[config.mk]
export PLATFORM = sky130hd
export DESIGN_NAME = uart_tx_serializer
export DESIGN_NICKNAME = d
export VERILOG_FILES = /design/src/rtl/uart_tx_serializer.sv
export SDC_FILE = /design/constraint.sdc
export NUM_CORES = 1
export LEC_CHECK = 0
export CAP_MARGIN = 20
export CELL_PAD_IN_SITES_DETAIL_PLACEMENT = 2
export CELL_PAD_IN_SITES_GLOBAL_PLACEMENT = 2
export CORE_ASPECT_RATIO = 1.4
export CORE_MARGIN = 3
export CORE_UTILIZATION = 34
export DETAILED_ROUTE_END_ITERATION = 8
export HOLD_SLACK_MARGIN = 0.15
export PLACE_DENSITY = 0.74
export RECOVER_POWER = 50
export SYNTH_ARGS = -nofsm -noshare
export SYNTH_HDL_FRONTEND = slang
export SYNTH_SLANG_ARGS = --single-unit
[constraint.sdc]
create_clock -name clk -period 2.55 [get_ports clk]
set_input_delay 0.255 -clock clk [delete_from_list [all_inputs] [get_ports clk]]
set_output_delay 0.255 -clock clk [all_outputs]
set_load 0.1 [all_outputs]
[src/rtl/uart_tx_serializer.sv]
// uart_tx_serializer: byte-wide ready/valid in, 8N1 UART frames out on
// serial_out, LSB first. One bit lasts CLOCK_FREQ/BAUD_RATE clocks.
//
// Optional feature macro: UART_TX_PARITY_EN
//   undefined : 8N1, 10-bit frames, PARITY_ODD unused, no parity logic
//   defined   : 8-bit data + parity (even if PARITY_ODD=0, odd if 1) + stop,
//               11-bit frames
module uart_tx_serializer #(
  parameter int CLOCK_FREQ = 125_000_000,
  parameter int BAUD_RATE  = 115_200,
  parameter int PARITY_ODD = 0
) (
  input  logic       clk,
  input  logic       reset_n,
  input  logic [7:0] data_in,
  input  logic       data_in_valid,
  output logic       data_in_ready,
  output logic       serial_out,
  output logic       busy
);

  // --------------------------------------------------------------------------
  // Derived constants
  // --------------------------------------------------------------------------
  localparam int SYMBOL_EDGE_TIME = CLOCK_FREQ / BAUD_RATE;
  // Guard the width so a bad configuration reaches the elaboration error
  // below rather than tripping over a zero-width vector first.
  localparam int CNT_W = (SYMBOL_EDGE_TIME > 1) ? $clog2(SYMBOL_EDGE_TIME) : 1;

`ifdef UART_TX_PARITY_EN
  localparam int FRAME_BITS = 11;
`else
  localparam int FRAME_BITS = 10;
`endif

  localparam int BIT_W = $clog2(FRAME_BITS);

  // Terminal counts, sized to the counters so every compare is width-exact.
  localparam logic [CNT_W-1:0] CNT_LAST = CNT_W'(SYMBOL_EDGE_TIME - 1);
  localparam logic [BIT_W-1:0] BIT_LAST = BIT_W'(FRAME_BITS - 1);

  // Configuration sanity: a symbol must last at least two clocks, and the
  // parity sense is a single-bit choice.
  generate
    if (SYMBOL_EDGE_TIME < 2) begin : g_bad_baud
      $error("uart_tx_serializer: CLOCK_FREQ/BAUD_RATE must be >= 2");
    end
    if (PARITY_ODD != 0 && PARITY_ODD != 1) begin : g_bad_parity
      $error("uart_tx_serializer: PARITY_ODD must be 0 or 1");
    end
  endgenerate

  // --------------------------------------------------------------------------
  // State
  // --------------------------------------------------------------------------
  typedef enum logic {
    IDLE = 1'b0,
    SEND = 1'b1
  } state_t;

  state_t                  state_q,      state_d;
  logic [CNT_W-1:0]        clk_cnt_q,    clk_cnt_d;
  logic [BIT_W-1:0]        bit_cnt_q,    bit_cnt_d;
  logic [FRAME_BITS-1:0]   shreg_q,      shreg_d;
  logic                    serial_out_q, serial_out_d;

  logic                    fire;
  logic [FRAME_BITS-1:0]   frame;

  // Handshake: ready depends on state alone, so a producer may sample it
  // before deciding to raise valid without forming a loop.
  assign data_in_ready = (state_q == IDLE);
  assign busy          = (state_q != IDLE);
  assign fire          = data_in_valid & data_in_ready;
  assign serial_out    = serial_out_q;

  // --------------------------------------------------------------------------
  // Frame assembly: bit 0 goes out first, so the start bit sits at the LSB
  // and the stop bit at the MSB.
  // --------------------------------------------------------------------------
`ifdef UART_TX_PARITY_EN
  logic parity_bit;
  // Even parity makes the total count of ones even; odd sense inverts it.
  assign parity_bit = (^data_in) ^ (PARITY_ODD != 0);
  assign frame      = {1'b1, parity_bit, data_in, 1'b0};
`else
  assign frame      = {1'b1, data_in, 1'b0};
`endif

  // --------------------------------------------------------------------------
  // Next-state logic: counters, shifter and registered line value.
  // --------------------------------------------------------------------------
  // Compute next state, counters, shift register and the next line level.
  always_comb begin
    state_d      = state_q;
    clk_cnt_d    = clk_cnt_q;
    bit_cnt_d    = bit_cnt_q;
    shreg_d      = shreg_q;
    serial_out_d = serial_out_q;

    case (state_q)
      IDLE: begin
        // Counters parked at zero so every frame starts from a clean count.
        clk_cnt_d    = '0;
        bit_cnt_d    = '0;
        serial_out_d = 1'b1;
        if (fire) begin
          // Load the whole frame now; data_in is free to change afterwards.
          shreg_d      = frame;
          state_d      = SEND;
          // Start bit appears on the line the cycle after the handshake.
          serial_out_d = frame[0];
        end
      end

      SEND: begin
        if (clk_cnt_q == CNT_LAST) begin
          // Symbol boundary: advance to the next bit, back-filling with the
          // idle level so the register drains to all ones.
          clk_cnt_d = '0;
          shreg_d   = {1'b1, shreg_q[FRAME_BITS-1:1]};
          if (bit_cnt_q == BIT_LAST) begin
            // Stop bit has had its full time; ready returns next cycle.
            state_d      = IDLE;
            bit_cnt_d    = '0;
            serial_out_d = 1'b1;
          end else begin
            bit_cnt_d    = bit_cnt_q + 1'b1;
            serial_out_d = shreg_d[0];
          end
        end else begin
          clk_cnt_d = clk_cnt_q + 1'b1;
        end
      end

      default: begin
        // Unreachable with a 1-bit encoding; recover to a safe idle line.
        state_d      = IDLE;
        clk_cnt_d    = '0;
        bit_cnt_d    = '0;
        shreg_d      = '1;
        serial_out_d = 1'b1;
      end
    endcase
  end

  // --------------------------------------------------------------------------
  // Registers. Reset drives the line high immediately, abandoning any frame
  // in flight; nothing of the old frame survives into the next one.
  // --------------------------------------------------------------------------
  // State, counter, shifter and output-line flops with async active-low reset.
  always_ff @(posedge clk or negedge reset_n) begin
    if (!reset_n) begin
      state_q      <= IDLE;
      clk_cnt_q    <= '0;
      bit_cnt_q    <= '0;
      shreg_q      <= '1;
      serial_out_q <= 1'b1;
    end else begin
      state_q      <= state_d;
      clk_cnt_q    <= clk_cnt_d;
      bit_cnt_q    <= bit_cnt_d;
      shreg_q      <= shreg_d;
      serial_out_q <= serial_out_d;
    end
  end

endmodule

; Word-level counts from Yosys, hierarchy flattened
; Index checks and enable logic that the tools add are counted.
[classes]
n_addsub = 2
n_eq_ne = 4
n_mux = 16
bitwise = 2
n_reduce_logical = 1
[ops]
columns = op, count
row1 = $pmux W11 S2, 1
row2 = $mux W10, 2
row3 = $pmux W10 S2, 1
row4 = $add A11 B1 Y11 const B, 1
row5 = $eq A11 B11 Y1 const B, 1
row6 = $mux W11, 1
row7 = $mux W4, 2
row8 = $pmux W4 S2, 1
row9 = $mux W1, 6
row10 = $add A4 B1 Y4 const B, 1
row11 = $eq A4 B4 Y1 const B, 1
row12 = $ne A2 B1 Y1 const B, 2
row13 = $pmux W1 S2, 2
row14 = $reduce_and A2 Y1, 1
row15 = $and A1 B1 Y1, 1
row16 = $not A1 Y1, 1
[totals]
ff_bits = 27
inputBits = 11
output_inout_bits = 3
wordCells = 30

; Logic depth before layout (Yosys ltp)
; Gate-level depths: netlist of run 1.
[depth]
depth_word = 4
mapped_depth = 8

; Worst setup path after synthesis of run 1
; Ideal clock, no wire load.
[synth_path]
path_type = flip-flop to flip-flop
from = register state_q, in the netlist busy
to = register state_q, in the netlist busy
arrival_time_ps = 2730
setup_slack_ps = -306
stages_incl_launch_ff = 5
path_buffers = 1
period_less_slack_ps = 2856
cell_sequence = dfrtp_1 -> inv_1 -> or4_1 -> buf_2 -> o32a_1
[synth_via]
elab_chain_len = 4
[synth_rtl]
columns = item, line_no
row1 = from (decl), 61  ; state_t state_q, state_d;
row2 = from (signal assigned), 160  ; state_q <= state_d;
row3 = $not A1 Y1 (*), -
row4 = via data_in_ready, 17  ; output logic data_in_ready,
row5 = $and A1 B1 Y1, 74  ; assign fire = data_in_valid & data_in_ready;
row6 = $mux W1, 107  ; if (fire) begin
row7 = $pmux W1 S2 (*), 101  ; case (state_q)
row8 = via state_d, 61
; Mark *: on every way through the listed nets, which the timed path passes. The rest lies on a longest branch.
; A chain may end at the register's enable or synchronous reset.

; Final worst setup path of run 1
[layout_path]
from = register clk_cnt_q[9]
to = register state_q, in the netlist busy
[layout_via]
elab_chain_len = 3
[layout_rtl]
columns = item, line_no
row1 = from (decl), 62  ; logic [CNT_W-1:0] clk_cnt_q, clk_cnt_d;
row2 = from (signal assigned), 161  ; clk_cnt_q <= clk_cnt_d;
row3 = $eq A11 B11 Y1, 117  ; if (clk_cnt_q == CNT_LAST) begin
row4 = $mux W1, 117
row5 = $pmux W1 S2, 101
row6 = via state_d, 61
; The timed path passes the listed nets, and every way through them passes these cells.

==> results of run 1 <==
==> power breakdown <==
group          internal (uW)  switching, uW  total, uW
clock                    110            133        242
sequential               484           81.9        565
combinational           89.8            102        192
==> final timing paths <==
path	depth (start not counted)	slack, ns	start	to
max	3	0.29	clk_cnt_q[9]	busy
min	1	0.50	clk_cnt_q[0]	clk_cnt_q[0]
max reg2reg	3	0.29	clk_cnt_q[9]	busy
min reg2reg	1	0.50	clk_cnt_q[0]	clk_cnt_q[0]
max in group asynchronous	2	1.21	reset_n	clk_cnt_q[9]
min in group asynchronous	1	0.57	reset_n	bit_cnt_q[3]
==> cells in the final DEF, fill, tap and decap left out <==
cell type        instances
or4_1                    1
a21oi_2                  1
nor2b_1                  1
o21ai_0                  1
dlygate4sd3_1            1
o221ai_1                 1
or4b_1                   1
clkinv_2                 1
nand2b_1                 1
clkinvlp_4               1
nand3b_1                 1
inv_1                    5
and3_1                   1
o211ai_1                 1
buf_4                    2
clkbuf_8                 3
nor3_1                   2
a21oi_1                  8
dfrtp_2                  1
or3_1                    2
mux2i_1                  1
xnor2_1                  4
clkbuf_1                 2
dfstp_2                  9
clkdlybuf4s50_1          9
nand2_1                 10
o21ai_1                  1
ha_1                     4
nand4_1                  3
nand3_1                  4
o31ai_1                  1
or3b_2                   1
o22ai_1                  7
o32a_1                   1
dfrtp_1                 15
and4_1                   1
xor2_1                   5
nor2_1                  23
o31a_1                   1
==> logic make-up (layout without fill, tap and decap cells) <==
group | count (synthesis) | in the layout
simple gates | 52 | 52
fa+ha+maj | 4 | 4
flops | 25 | 25
buf+inv | 11 | 24
mux | 1 | 1
xor+xnor | 9 | 9
compound gates | 23 | 23
==> through the flow <==
step                      power, uW  area [um^2]
after CTS                      1020         1420
after global routing           1080         1410
after global placement          756         1380
after detailed placement        773         1380
final                           999         1410
after floorplan                 693         1230
==> flip-flops by register name (all words and copies together), names as in the netlist <==
name and count:
serial_out 1, clk_cnt_q 11, bit_cnt_q 4, busy 1, shreg_q 8
==> area by class of cell <==
cell class	count	area, um^2
tap	40	50.0
clock inverter	1	5.00
fill	385	2000
sequential	25	638
multi-input combinational	89	531
timing repair buffer	14	123
clock buffer	3	41.3
inverter	6	26.3
==> critical path, delay by kind of cell, from the launching register on <==
kind            cells  cell delay, ns
flops               1            0.42
simple gates        2            1.33
compound gates      1            0.40
==> cells in the mapped netlist, types with 2 or more instances <==
| cell | count |
|---|---|
| inv_1 | 6 |
| nand4_1 | 3 |
| xor2_1 | 5 |
| or3_1 | 2 |
| nand2_1 | 10 |
| dfrtp_1 | 16 |
| nor2_1 | 23 |
| buf_6 | 2 |
| xnor2_1 | 4 |
| a21oi_1 | 8 |
| ha_1 | 4 |
| o22ai_1 | 7 |
| dfstp_2 | 9 |
| nand3_1 | 4 |
| nor3_1 | 2 |
==> layer usage <==
metal	vias up	GRT usage, %	part of all wire [%]
li1	459	-	-
met1	483	18.6	44
met2	11	25.3	52
met3	5	2.36	2.1
met4	0	5.57	1.5
met5	-	0	0
==> key figures, run 1 <==
Outcome
  – Status: completed

Timing
  – Final Cycle Share: roughly nine tenths
  – WHS: 0.502 ns
  – Clk_skew: between 0.003 and 0.004 ns
  – Final Slew Violations: 0
  – Tmin final: roughly 2.3 ns
  – Final setup fails: 0
  – Final hold violations: 0
  – Max Clock Freq: 0.443 GHz
  – RSZ-0062 raised after global routing: no
  – Rel. slew slack: 21.4%
  – Final setup margin: 0.292 ns
  – Worst-margin pin slew: 1.18 ns
  – Setup TNS Final: 0 ns

Cells and area
  – Share of layout cells above drive strength 1: 13.8%
  – Area growth, synth to finish: 15.4%
  – Fin util: 41.5%
  – Ant. Diodes: 0
  – Non-filler cells, final: 178
  – Layout Nets: 154

Worst setup path
  – Peak fanout along the critical path: 17
  – Crit-path max cell delay: 0.78 ns
  – Critical Path Start Type: flip-flop
  – Slowest CP cell: or4_1
  – Setup CP Type: reg -> reg
  – CP required: 2.71 ns
  – Cell Chain, Critical Path: or4b_1 -> or4_1 -> o32a_1
  – CP arrival: 2.42 ns
  – Crit. End Element: flip-flop

Clock tree
  – Post-cts resize count: 0
  – Clock Path Buffers: 2
  – H-tree Lvls: 1
  – Clock-pin slew of the registers on the worst-case setup and hold paths: around 0.090 ns
  – CTS buffer count: 3
  – Hold buffers post-CTS: 0
  – Root Driver: clkbuf_8
  – Setup bufs post-CTS: 0
  – CTS tree: built
  – Clock latency on the worst-skew pair: roughly 0.27 ns
  – Clock sinks: 25

Synthesis
  – Top FF cell, synth: dfrtp_1
  – Synthesized area: 1220 um^2
  – Post-synthesis adder-cell area fraction: 4.09%
  – Netlist cell types: 35
  – Post-synth top area share: 32.7%
  – Area leader, netlist: dfrtp_1
  – Yosys reg bits: 25
  – Number of synthesized flops with an enable pin: 0
  – Simple-Gate Fraction of Synth Area: 20.1%
  – Proportion of synthesized area in mux cells: 0.817%
  – Seq/Total Area, Yosys: 52.0%
  – Largest family of logic cells by synthesized area: simple AND/OR/NAND/NOR gates
  – Synth Area in XOR/XNOR: 6.44%
  – Dominant cells by area after synthesis: dfrtp_1, dfstp_2, nor2_1
  – Syn Inst Count: 125
  – Synth Area in Compound Gates: between 10% and 20%
  – FFs w/ async S/R, synth: 100%
  – Synth Area per Inst: 9.80 um^2
  – Syn_nets: 140
  – YS warnings: 0

Place
  – Setup WS pre-CTS: slightly above 0.3 ns
  – Post-DP HPWL: between 2000 and 2500 um
  – Placed cells: approximately 170
  – Port Buffers: 13
  – Gpl congestion: roughly 0.79

Drt
  – WL/cell: 16.2 um
  – DR DRC count: 0
  – DR vias: 958
  – TritonRoute pass-1 iters: 4
  – Antenna Nets Post-Route: 0
  – Vias/cell: 5.38
  – 1st-iter DRT viols: 49
  – WL final: 2890 um

Pwr
  – Leakage: 0.000573 uW
  – VDD IR max: around 0.41 mV
  – Pwr Density: about 700 nW/um^2

Floorplanning
  – # rows: 25
  – I/O pin cnt: 14
  – Chip Width: 56.7 um
  – Initial core utilization: 35.9%
  – Die height: 77.0 um
  – Die ar.: ~4400 um^2
  – Core box area: 3410 um^2

Global route
  – Vias in the first global route: 1,066
  – First-pass GRT wire length: 5100 um
  – Congestion Overflow GR: 0
  – Largest net degree at the start of global routing: 21
  – Total GRT Usage: 14.9%
  – Initial antenna violation count: 0

Min path
  – Hold Path Class: reg -> reg

Run
  – Maxcap violations: 0
Power figures use the tool's default switching activity.
==> run 2: changes to the inputs <==
Clock period 2.55 ns to 2.15 ns, I/O delays scaled along.
==> run 2 against run 1 <==
  * Maximum frequency increased by 10%
  * Sequential power rose by 18%
  * Count of clock-buffer cells in the layout up 1
  * Combinational power is 27% higher
  * Sequential cell count stayed put
  * Register-to-register slack worse by 0.19 ns
  * Clock skew down 0.00056 ns
  * Final area increased by 2.1%
  * Critical path depth increased by 1
  * Worst setup slack got worse by 0.19 ns
  * Critical endpoint is now bit_cnt_q[1]
==> key figures, run 2 (synthesized netlist as in run 1, its figures left out) <==
Worst setup path
  – CP arrival: 2.26 ns (-0.16 ns)
  – CP delay by family, top: simple AND/OR/NAND/NOR gates
  – R2r worst-path depth: 4 (+1)
  – CP required: 2.36 ns (-0.35 ns)
  – Critical Path Start Type: flip-flop
  – Setup CP Type: reg -> reg
  – Cell Chain, Critical Path: or4b_1 -> or3_4 -> or3_1 -> a21oi_2
  – Capture point of the worst reg-to-reg path: bit_cnt_q[1]
  – Crit-path max cell delay: 0.56 ns (-0.22 ns)
  – Bufs and invs on worst path: 0 (unchanged)
  – Reg-to-reg startpoint: clk_cnt_q[9]
  – Slowest CP cell: or4b_1
  – Reg-to-reg slack, setup: 0.1 ns (-0.19 ns)
  – Peak fanout along the critical path: 10 (-7)
  – Crit. End Element: flip-flop

Timing
  – Final setup fails: 0 (unchanged)
  – Final Cycle Share: 95.4% (+6.9 points)
  – Final hold violations: 0 (unchanged)
  – RSZ-0062 raised after global routing: no
  – Max Clock Freq: 0.487 GHz (+10%)
  – Final Slew Violations: 0 (unchanged)
  – Setup TNS Final: 0 ns (unchanged)
  – Final setup margin: 0.0983 ns (-0.194 ns)
  – Clk_skew: 0.00314 ns (-0.000564 ns)
  – Rel. slew slack: 5.02% (-16 points)
  – Tmin final: 2.05 ns (-0.206 ns)
  – Worst-margin pin slew: 1.42 ns (+0.241 ns)

Place
  – Setup WS pre-CTS: 0.0612 ns (-0.243 ns)
  – Port Buffers: 13 (unchanged)
  – Post-DP HPWL: 2310 um (+6.5%)
  – Gpl congestion: 0.715 (-9.9%)

Clock tree
  – CTS buffer count: 3 (unchanged)
  – Clock latency on the worst-skew pair: 0.27 ns (about the same)
  – Clock-pin slew of the registers on the worst-case setup and hold paths: 0.09 ns (about the same)
  – Root Driver: clkbuf_8
  – CTS tree: built
  – H-tree Lvls: 1 (unchanged)
  – Clock Path Buffers: 2 (unchanged)
  – Setup bufs post-CTS: 0 (unchanged)
  – Clock sinks: 25 (unchanged)

Drt
  – DR vias: 967 (+0.94%)
  – 1st-iter DRT viols: 58 (+18%)
  – TritonRoute pass-1 iters: 4 (unchanged)
  – DR DRC count: 0 (unchanged)
  – WL/cell: 17.6 um (+8.3%)
  – WL final: 3160 um (+9.5%)
  – Antenna Nets Post-Route: 0 (unchanged)
  – Vias/cell: 5.37 (-0.18%)

Outcome
  – Status: completed

Min path
  – Hold Crit Depth: 3 (+2)
  – Hold worst-path end: shreg_q[7]
  – Hold Path Class: in -> reg
  – Hold_sp: data_in[6]

Cells and area
  – Area growth, synth to finish: 17.9%
  – Ant. Diodes: 0 (unchanged)
  – Layout Nets: 156 (+1.3%)
  – Most flop-heavy register: clk_cnt_q
  – Share of layout cells above drive strength 1: 16.4% (+2.7 points)
  – Largest regs: clk_cnt_q (11), shreg_q (8), bit_cnt_q (4)
  – Commonest non-fill, non-tap cell in the layout: nor2_1
  – Max reg flops: 11 (unchanged)
  – Most frequent cells in the layout: nor2_1, dfrtp_1, nand2_1
  – Fillcell total: 384 (-0.26%)
  – Fin util: 42.3% (+0.88 points)

Floorplanning
  – Initial core utilization: 35.9% (unchanged)
  – Core box area: 3410 um^2 (unchanged)
  – # rows: 25 (unchanged)
  – Chip Width: 56.7 um (unchanged)
  – Die ar.: 4370 um^2 (unchanged)
  – Die height: 77.0 um (unchanged)
  – I/O pin cnt: 14 (unchanged)

Pwr
  – VDD IR max: 0.566 mV (+38%)
  – Power, Total: 1200 uW (+20%)
  – Leakage: 0.000588 uW (+2.7%)
  – Pwr Density: 833 nW/um^2 (+18%)

Global route
  – Total GRT Usage: 16.5% (+1.7 points)
  – Vias in the first global route: 1,106 (+3.8%)
  – First-pass GRT wire length: 5670 um (+11%)
  – Initial antenna violation count: 0 (unchanged)
  – Congestion Overflow GR: 0 (unchanged)
  – Largest net degree at the start of global routing: 26 (+24%)

Run
  – Maxcap violations: 0 (unchanged)
-- run 2: worst register-to-register path, cell delays in order (launching register included) --
cell	delay (ns)
dfrtp_1	0.41
or4b_1	0.56
or3_4	0.45
or3_1	0.40
a21oi_2	0.17
-- run 2: final cells by class --
class / instances / area [um^2] / share of cell area (%)
sequential: 25 / 641 / 44.4
tap: 40 / 50.0 / 3.47
multi-input combinational: 89 / 539 / 37.3
inverter: 6 / 26.3 / 1.82
clock buffer: 4 / 45.0 / 3.12
timing repair buffer: 16 / 143 / 9.88
-- run 2: worst max path at each step --
| stage | from | endpoint | slack (ns) | cells past startpoint |
|---|---|---|---|---|
| after detailed placement | clk_cnt_q[9] | bit_cnt_q[1] | 0.06 | 4 |
| after CTS | clk_cnt_q[9] | bit_cnt_q[1] | 0.03 | 4 |
| after floorplan | busy | busy | -0.17 | 4 |
| final | clk_cnt_q[9] | bit_cnt_q[1] | 0.1 | 4 |
| after global placement | clk_cnt_q[9] | bit_cnt_q[1] | 0.14 | 4 |
| after global routing | clk_cnt_q[9] | bit_cnt_q[1] | 0.003 | 4 |
-- run 2: power breakdown --
group	switching (uW)	internal [uW]
Sequential	94.7	574
Clock	159	133
Combinational	131	112
-- run 2: routing by layer --
metal / wire (um) / track usage, % / share of wire [%]
met5: 0 / 0 / 0
met4: 64 / 4.87 / 2.0
met3: 99 / 3.03 / 3.1
met1: 1280 / 19.6 / 40
met2: 1720 / 29.7 / 54
-- run 2: stage by stage --
step           std cells  instance area, um^2  hold WS [ns]
6_report             180                 1440         0.505
5_1_grt              180                 1440         0.542
4_1_cts              180                 1440         0.323
3_5_place_dp         176                 1390         0.510
3_3_place_gp         176                 1390         0.489
2_1_floorplan        125                 1230       -0.0806
-- run 2: timing repair --
item,CTS,global route
resized for setup,0,3
setup endpoints to repair,0,18
hold buffers,0,0
==> run 3: changes to the inputs <==
Settings changed: ABC_CLOCK_PERIOD_IN_PS from default to 1950.
Clock period 2.15 ns to 1.95 ns, I/O delays scaled along.
==> run 3 against run 2 <==
  * Non-clock buffer count is 11 higher
  * Worst hold slack worse by 0.15 ns
  * Critical path depth unchanged
  * Register-to-register slack got worse by 0.06 ns
  * Combinational power rose by 18%
  * Sequential power is 10% higher
  * Utilization grew 4.3 points
  * Critical path type unchanged
  * Global-route usage decreased by 0.24 points
  * Clock power grew 9.2%
  * Maximum frequency grew 7.2%
  * Via count is 4.4% higher
==> key figures, run 3 (synthesized netlist as in run 1, its figures left out) <==
Worst setup path
  – Crit. End Element: flip-flop
  – CP required: 2.17 ns (-0.19 ns)
  – CP arrival: 2.13 ns (-0.13 ns)
  – Setup CP Type: reg -> reg
  – Peak fanout along the critical path: 5 (-5)
  – Critical Path Start Type: flip-flop

Clock tree
  – Clock latency on the worst-skew pair: 0.28 ns (about the same)
  – Hold buffers post-CTS: 0 (unchanged)
  – H-tree Lvls: 1 (unchanged)
  – Root Driver: clkbuf_8
  – CTS buffer count: 3 (unchanged)
  – Clock-pin slew of the registers on the worst-case setup and hold paths: 0.10 ns (about the same)
  – CTS tree: built
  – Clock Path Buffers: 2 (unchanged)
  – Clock sinks: 25 (unchanged)

Drt
  – Antenna Nets Post-Route: 0 (unchanged)
  – Vias/cell: 5.29 (-1.6%)
  – TritonRoute pass-1 iters: 4 (unchanged)
  – 1st-iter DRT viols: 25 (-57%)
  – DR DRC count: 0 (unchanged)
  – WL final: 3290 um (+4.0%)
  – WL/cell: 17.2 um (-2.0%)
  – DR vias: 1,010 (+4.4%)

Floorplanning
  – # rows: 25 (unchanged)
  – Chip Width: 56.7 um (unchanged)
  – I/O pin cnt: 14 (unchanged)
  – Initial core utilization: 35.9% (unchanged)
  – Die ar.: 4370 um^2 (unchanged)
  – Core box area: 3410 um^2 (unchanged)
  – Die height: 77.0 um (unchanged)

Cells and area
  – Area growth, synth to finish: 29.7%
  – Most flop-heavy register: clk_cnt_q
  – Multi-input gate area: 566 um^2 (+4.9%)
  – Layout Nets: 167 (+7.1%)
  – Commonest non-fill, non-tap cell in the layout: nor2_1
  – Largest regs: clk_cnt_q (11), shreg_q (8), bit_cnt_q (4)
  – Fin util: 46.6% (+4.3 points)
  – Register area: 641 um^2 (unchanged)
  – Share of layout cells above drive strength 1: 27.2% (+11 points)
  – Fillcell total: 379 (-1.3%)
  – Max reg flops: 11 (unchanged)
  – Ant. Diodes: 0 (unchanged)
  – Most frequent cells in the layout: nor2_1, dfrtp_1, buf_4

Timing
  – Tmin final: 1.91 ns (-0.138 ns)
  – Final Cycle Share: 98.1% (+2.7 points)
  – Worst-margin pin slew: 0.331 ns (-1.09 ns)
  – Clk_skew: 0.00907 ns (+0.00593 ns)
  – Final hold violations: 0 (unchanged)
  – Max Clock Freq: 0.523 GHz (+7.2%)
  – Final Slew Violations: 0 (unchanged)
  – Rel. slew slack: 77.9% (+73 points)
  – Final setup fails: 0 (unchanged)
  – Final setup margin: 0.0362 ns (-0.0621 ns)

Global route
  – Total GRT Usage: 16.3% (-0.24 points)
  – Met2 usage: 28.6% (-1.2 points)
  – First-pass GRT wire length: 5650 um (-0.35%)
  – Largest net degree at the start of global routing: 26 (unchanged)
  – Vias in the first global route: 1,142 (+3.3%)
  – Initial antenna violation count: 0 (unchanged)
  – Congestion Overflow GR: 0 (unchanged)
  – M3 GR Usage: 2.36% (-0.67 points)
  – Grt peak-use layer: met2
  – GR Util met1: 20.1% (+0.47 points)

Pwr
  – Switching power: 433 uW (+13%)
  – Net Sw Frac: 32.2% (+0.29 points)
  – VDD IR max: 0.639 mV (+13%)
  – Reg power frac: 54.8% (-0.8 points)
  – Clk pwr share: 23.8% (-0.4 points)
  – Comb power frac: 21.4% (+1.2 points)
  – Int Pwr: 910 uW (+11%)
  – Leakage: 0.000668 uW (+14%)
  – Pwr Density: 845 nW/um^2 (+1.4%)

Place
  – Setup WS pre-CTS: -0.0797 ns (-0.141 ns)
  – Gpl congestion: 0.714 (-0.17%)
  – Post-DP HPWL: 2330 um (+1.0%)
  – Port Buffers: 13 (unchanged)

Outcome
  – Status: completed

Run
  – Maxcap violations: 0 (unchanged)

Min path
  – Hold Path Class: in -> async
## run 3: cell types whose count changed in the layout (fill, tap and decap cells not counted), sizes merged
cell    change
clkinv      +1
buf        +13
clkbuf      -3
## run 3: power by group through the flow
stage / Clock [uW] / Combinational [uW] / Sequential (uW)
after CTS: 328 / 282 / 743
after floorplan: 0 / 165 / 741
after detailed placement: 0 / 273 / 753
final: 319 / 287 / 736
after global routing: 353 / 334 / 753
after global placement: 0 / 263 / 737
## run 3: final timing paths
kind                               from            to  slack, ns  cells after the start
min in group clk             data_in[7]    shreg_q[8]       0.47                      3
min                             reset_n  bit_cnt_q[3]       0.36                      2
max reg2reg                clk_cnt_q[9]  bit_cnt_q[1]       0.04                      4
max in group asynchronous       reset_n    shreg_q[7]       1.29                      2
max                        clk_cnt_q[9]  bit_cnt_q[1]       0.04                      4
min reg2reg                  shreg_q[3]    shreg_q[3]       0.54                      2
## run 3: worst max-delay path, stage by stage (launching register included)
cell,delay (ns)
dfrtp_1,0.41
or4b_4,0.55
or3_4,0.38
or3_4,0.38
a21oi_2,0.13
## run 3: final cells by class
type | instances | area share [%]
Clock buffer | 3 | 2.60
Inverter | 6 | 1.65
Multi-Input combinational cell | 89 | 35.6
Timing Repair Buffer | 27 | 16.4
Tap cell | 40 | 3.15
Clock inverter | 1 | 0.315
Sequential cell | 25 | 40.3
## run 3: repair_timing
item / CTS / global route
endpoints found under the setup margin: 13 / 12
setup buffers: 1 / 4
resized for setup: 6 / 3
pin swaps: 1 / 2
## run 3: routing by layer
metal  wire length [um]  vias up
li1                   -      480
met5                  0        -
met2               1810       14
met3                 98        5
met4                 44        0
met1               1330      511
## run 3: metrics by stage
step / instances / total power, uW / cell area (um^2) / hold WS, ns / TNS, ns
detailed placement: 182 / 1030 / 1460 / 0.487 / -0.318
global route: 191 / 1440 / 1590 / 0.396 / -0.0355
finish: 191 / 1340 / 1590 / 0.355 / 0
CTS: 187 / 1350 / 1540 / 0.297 / -0.0659
floorplan: 125 / 906 / 1230 / -0.101 / -3.13
global placement: 182 / 1000 / 1460 / 0.469 / -0.00388
